`src/rtl/dmem_write_buffer.sv`:
```
// Posted-write buffer between the core data port and backing data memory.
// Stores are queued in a small circular FIFO and drained in order through a
// two-state request/ack handshake. Loads get data forwarded from the youngest
// matching buffered store; otherwise the backing-memory read data passes through.
module dmem_write_buffer #(
  parameter int unsigned DEPTH = 4
) (
  input  logic                     clk,
  input  logic                     reset,
  input  logic                     memwrite,
  input  logic [31:0]              aluout,
  input  logic [31:0]              writedata,
  output logic [31:0]              readdata,
  output logic                     stall,
  output logic [$clog2(DEPTH):0]   count,
  output logic                     mem_we,
  output logic [31:0]              mem_addr,
  output logic [31:0]              mem_wdata,
  input  logic                     mem_ack,
  output logic [31:0]              mem_raddr,
  input  logic [31:0]              mem_rdata
);

  localparam int unsigned AW = $clog2(DEPTH);
  localparam int unsigned CW = AW + 1;

  typedef enum logic {IDLE, REQ} state_t;

  state_t         state;
  logic [29:0]    tag_q  [DEPTH];
  logic [31:0]    data_q [DEPTH];
  logic [AW-1:0]  head;
  logic [AW-1:0]  tail;
  logic [AW-1:0]  head_next;
  logic [AW-1:0]  fwd_idx;
  logic [CW-1:0]  count_next;
  logic           push;
  logic           pop;

  // Handshake qualifiers: a held store never enters, an ack outside REQ is ignored
  assign stall      = (count == CW'(DEPTH));
  assign push       = memwrite & ~stall;
  assign pop        = (state == REQ) & mem_ack;
  assign count_next = count + CW'(push) - CW'(pop);
  assign head_next  = head + AW'(1);
  assign mem_raddr  = aluout & 32'hFFFF_FFFC;

  // Entry storage; contents are don't-care until pushed, so no reset
  always_ff @(posedge clk) begin
    if (push) begin
      tag_q[tail]  <= aluout[31:2];
      data_q[tail] <= writedata;
    end
  end

  // Pointers, occupancy and drain FSM with registered memory-side outputs
  always_ff @(posedge clk or posedge reset) begin
    if (reset) begin
      state     <= IDLE;
      head      <= '0;
      tail      <= '0;
      count     <= '0;
      mem_we    <= 1'b0;
      mem_addr  <= '0;
      mem_wdata <= '0;
    end else begin
      count <= count_next;
      if (push) tail <= tail + AW'(1);
      if (pop)  head <= head_next;
      case (state)
        IDLE: begin
          if (count != '0) begin
            state     <= REQ;
            mem_we    <= 1'b1;
            mem_addr  <= {tag_q[head], 2'b00};
            mem_wdata <= data_q[head];
          end
        end
        REQ: begin
          if (pop) begin
            if (count_next == '0) begin
              state     <= IDLE;
              mem_we    <= 1'b0;
              mem_addr  <= '0;
              mem_wdata <= '0;
            end else if (count == CW'(1)) begin
              // Only the store being pushed this edge remains: take it from the inputs
              mem_addr  <= {aluout[31:2], 2'b00};
              mem_wdata <= writedata;
            end else begin
              mem_addr  <= {tag_q[head_next], 2'b00};
              mem_wdata <= data_q[head_next];
            end
          end
        end
        default: begin
          state  <= IDLE;
          mem_we <= 1'b0;
        end
      endcase
    end
  end

  // Load forwarding: scan oldest to youngest so the youngest match wins
  always_comb begin
    readdata = mem_rdata;
    fwd_idx  = head;
    for (int i = 0; i < int'(DEPTH); i++) begin
      fwd_idx = head + AW'(i);
      if ((CW'(i) < count) && (tag_q[fwd_idx] == aluout[31:2])) begin
        readdata = data_q[fwd_idx];
      end
    end
  end

endmodule

```
`config.mk`:
```
export PLATFORM = sky130hd
export DESIGN_NAME = dmem_write_buffer
export DESIGN_NICKNAME = d
export VERILOG_FILES = /design/src/rtl/dmem_write_buffer.sv
export SDC_FILE = /design/constraint.sdc
export NUM_CORES = 1
export LEC_CHECK = 0
export BUFFER_PORTS_ARGS = -buffer_cell sky130_fd_sc_hd__buf_2
export CORE_AREA = 2 2 229 231
export DETAILED_ROUTE_END_ITERATION = 7
export DIE_AREA = 0 0 231 233
export MAX_ROUTING_LAYER = met4
export SETUP_SLACK_MARGIN = 0.15
export SYNTH_ARGS = -nofsm -noshare
export SYNTH_HDL_FRONTEND = slang
export SYNTH_SLANG_ARGS = --single-unit
```
`constraint.sdc`:
```
create_clock -name clk -period 4.63 [get_ports clk]
set_input_delay 0 -clock clk [delete_from_list [all_inputs] [get_ports clk]]
set_output_delay 0 -clock clk [all_outputs]
set_load 0.02 [all_outputs]
```
==> results_tabular.tex <==
\begin{tabular}{lr}
\hline
Metric & Value \\
\hline
\multicolumn{2}{l}{\textbf{Run status}} \\
Outcome & complete, no violations \\
\multicolumn{2}{l}{\textbf{Worst setup path}} \\
Chain of cells forming the critical path & buf\_12 > buf\_12 > mux4\_2 > xnor2\_1 > nand4\_1 > nor3\_1 > o2111a\_2 > buf\_4 > nor3\_2 > buf\_12 > o2bb2ai\_1 > nor3\_1 > buf\_2 \\
Longest individual stage delay on the worst path & roughly 550 ps \\
Largest fanout on the critical path & 35 \\
Worst-path cell with the longest stage delay & mux4\_2 \\
WP data required & between 4000 and 5000 ps \\
Critical path launch point type & flop \\
Setup CP Type & reg2out \\
Critical Path Sink Type & output pin \\
CP arrival & 4320 ps \\
CP dominant cell by count & buf\_12 \\
\multicolumn{2}{l}{\textbf{Pwr}} \\
Switching part of the total & a little over two fifths \\
Combinational power share & 56.0\% \\
Fraction of power consumed by the clock network & 16.8\% \\
Max IR drop VDD & 0.3483 mV \\
Static leakage & around 0.009 uW \\
Switching component of the power & between 7000 and 8000 uW \\
Part of the total power dissipated in sequential elements & between 20\% and 30\% \\
Internal cell power & around 9100 uW \\
Pwr per Cell Area & 674.6 nW/um\^{}2 \\
\multicolumn{2}{l}{\textbf{Place}} \\
HPWL after detailed placement & approximately 44 mm \\
Routability Congestion & between 0.9 and 1 \\
Minimum setup slack after placement & between 400 and 500 ps \\
Port bufs & around 230 \\
\multicolumn{2}{l}{\textbf{STA}} \\
Max Transition Viols Final & 0 \\
Total negative setup slack & 0 ps \\
Final count of hold timing violations & 0 \\
Post-route setup slack & between 300 and 400 ps \\
Share of the cycle needed by the critical path after routing & 93.26\% \\
Fmax & $\sim$230 MHz \\
Worst slew slack as a fraction of its limit & 28.42\% \\
Final critical delay including setup and external delays & 4318 ps \\
Unrepaired setup endpoints after global routing & no \\
Slew of the pin with the lowest slew margin & 1074 ps \\
Final Setup Violations & 0 \\
Final worst clock skew & roughly 20 ps \\
\multicolumn{2}{l}{\textbf{Detailed routing}} \\
Number of DRC violations after detailed routing & 0 \\
WL final & around 66 mm \\
DR vias & $\sim$16000 \\
Routed wire length per instance & roughly 24 um \\
Vias per cell & around 5.8 \\
Drt pass-1 iters & 8 \\
Number of violations reported at the end of detailed-routing iteration 0 & about 1400 \\
Number of nets still failing antenna checks after routing & 0 \\
\multicolumn{2}{l}{\textbf{Global routing}} \\
Vias in the first global route & between 15000 and 20000 \\
Largest net degree at the start of global routing & 167 \\
Number of antenna violations at the first check in global routing & 0 \\
Global-route usage over all layers & $\sim$25\% \\
Wire length of the first global-routing pass & around 97 mm \\
Global route total overflow & 0 \\
\multicolumn{2}{l}{\textbf{Cells and area}} \\
Net count of the finished layout & 2131 \\
Number of antenna diodes & 0 \\
Synth-to-layout area growth & 17.47\% \\
Number of inserted filler cells in the final layout & approximately 4700 \\
Proportion of layout cells with a drive suffix above 1 & between 20\% and 30\% \\
\multicolumn{2}{l}{\textbf{CTS}} \\
Sinks on the clock net & 319 \\
Cts bufs inserted & 37 \\
H-tree depth & 2 \\
Max clock buf depth & 3 \\
Clock root cell & clkbuf\_16 \\
Latest clock arrival within the worst-skew pair & around 560 ps \\
CTS tree & yes \\
Clock slew at reported path FFs & 60 ps \\
\multicolumn{2}{l}{\textbf{Logic synthesis}} \\
Total of flip-flops plus latches after synthesis & 319 \\
Yosys Warn Count & 0 \\
Part of the Yosys area used for sequential elements & between 40\% and 50\% \\
Post-Synthesis Cell Area & 20320 um\^{}2 \\
Top FF cell, synth & edfxtp\_1 \\
EDFF count, synth & $\sim$250 \\
Synthesized instance count & around 1800 \\
Average footprint of a synthesized cell & 11.22 um\^{}2 \\
Count of cell types in the netlist & 74 \\
Post-synth ARST share & around 22\% \\
\multicolumn{2}{l}{\textbf{Floorplanning}} \\
Ports placed on the boundary & $\sim$230 \\
Floorplan row count & 83 \\
Full die area & about 54000 um\^{}2 \\
Core area & roughly 51000 um\^{}2 \\
Effective utilization at floorplan & between 30\% and 40\% \\
Vertical extent of the die & between 200 and 250 um \\
Die width & between 200 and 250 um \\
\multicolumn{2}{l}{\textbf{Run}} \\
Max-cap violations & 0 \\
\multicolumn{2}{l}{\textbf{Hold path}} \\
Worst min-delay path class & in2reg \\
\hline
\end{tabular}
## final timing paths
kind / startpoint / end / slack [ps] / depth (start not counted)
max in group asynchronous: reset / head[1]$_DFFE_PP0P_ / 3460 / 4
min in group asynchronous: reset / mem_wdata[3]$_DFFE_PP0P_ / 210 / 3
setup / recovery: head[1]$_DFFE_PP0P_ / readdata[8] / 310 / 13
hold / removal: mem_ack / head[0]$_DFFE_PP0P_ / 70 / 4
setup reg to reg: count[2]$_DFF_PP0_ / mem_wdata[23]$_DFFE_PP0P_ / 690 / 14
hold reg to reg: mem_wdata[6]$_DFFE_PP0P_ / mem_wdata[6]$_DFFE_PP0P_ / 480 / 1
## power by group through the flow
stage                     combinational, uW  clock (uW)  sequential [uW]
after floorplan                        5960           0             4660
after global placement                 8600           0             4450
after detailed placement               8690           0             4490
after CTS                              8890        2760             4400
after global routing                   9640        2880             4470
final                                  9010        2700             4390
## kinds of logic (layout without fill, tap and decap cells)
group | after synthesis | count (layout) | share of synthesized area, %
other | 1 | 4 | 0.01845
XOR/XNOR | 101 | 101 | 4.353
AND/OR/NAND/NOR | 321 | 321 | 7.395
flip-flops | 319 | 319 | 45.39
buffers and inverters | 220 | 456 | 5.572
multiplexers | 365 | 365 | 21.55
AO/OA/AOI/OAI | 475 | 475 | 15.13
adder cells (fa/ha/maj) | 9 | 9 | 0.5911
## cell usage after synthesis (6+ instances only)
master | count | area (um^2)
a211oi_1 | 52 | 390.4
a21oi_1 | 93 | 465.5
a221o_1 | 8 | 80.08
a221oi_1 | 6 | 52.55
and2_1 | 7 | 43.79
buf_1 | 17 | 63.81
buf_2 | 30 | 150.1
buf_4 | 36 | 270.3
buf_6 | 9 | 101.4
clkbuf_1 | 92 | 345.3
dfrtp_1 | 71 | 1777
edfxtp_1 | 248 | 7447
ha_1 | 8 | 100.1
inv_1 | 30 | 112.6
mux2_2 | 89 | 1002
mux2i_1 | 219 | 2192
mux4_2 | 45 | 1013
nand2_1 | 68 | 255.2
nand3_1 | 6 | 30.03
nand4_1 | 13 | 81.33
nor2_1 | 143 | 536.8
nor2b_1 | 22 | 137.6
nor3_1 | 30 | 150.1
nor4_1 | 6 | 37.54
o211ai_1 | 7 | 52.55
o21a_1 | 61 | 457.9
o21ai_0 | 149 | 745.7
o221ai_1 | 22 | 192.7
o22ai_1 | 18 | 112.6
o2bb2ai_1 | 27 | 236.5
xnor2_1 | 84 | 735.7
xor2_1 | 17 | 148.9
## placed cells by master, fill, tap and decap left out, types with 61 or more instances in the layout
cell type,count
buf_2,226
xnor2_1,84
edfxtp_1,248
a21oi_1,93
o21a_1,61
dlygate4sd3_1,64
mux2i_1,214
mux2_2,89
nand2_1,66
nor2_1,143
dfrtp_1,69
o21ai_0,149
## cell type report
class | instances | area [um^2] | share of cell area (%)
inverters | 31 | 120.1 | 0.5032
well taps | 680 | 850.8 | 3.564
multi-input cells | 1275 | 10100 | 42.31
clock buffers | 50 | 1015 | 4.251
flip-flops and latches | 319 | 9231 | 38.67
repair buffers | 358 | 2459 | 10.30
clock inverters | 17 | 95.09 | 0.3983
## sequential cells by signal (all words and copies together), names as in the netlist
| register | count |
|---|---|
| tail | 2 |
| head | 2 |
| mem_we | 1 |
| state | 1 |
| mem_addr | 30 |
| mem_wdata | 32 |
| count | 3 |
| tag_q | 120 |
| data_q | 128 |
## through the flow
stage,area (um^2),hold slack (ps),util (%),cells,total power [uW]
finish,23870,68.89,46.72,2730,16100
floorplan,20330,98.87,-,1814,10630
global route,23870,64.35,46.72,2730,17000
global placement,21920,231.8,42.89,2589,13050
CTS,23760,34.63,46.50,2726,16050
detailed placement,21920,233.2,42.89,2589,13180
## routing by layer
metal	up-vias	global-route usage (%)	share of wire [%]
met2	632	40.24	48
met4	0	7.661	2.8
met5	-	-	0
met3	139	3.346	6.0
li1	7255	-	-
met1	7936	31.71	43
## worst max-delay path: cells and delay by family, from the launching register on
kind,cells,cell delay (ps)
mux,1,550
buf+inv,5,1100
simple gates,4,870
compound gates,2,500
flops,1,470
xor+xnor,1,220
## what timing repair did
item,CTS,global route
pin swaps,0,2
setup endpoints to repair,32,32
resized for setup,7,16
setup buffers,6,4
hold endpoints to repair,330,0
hold buffers,64,0
No activity file was read; power rests on OpenSTA's default activity.
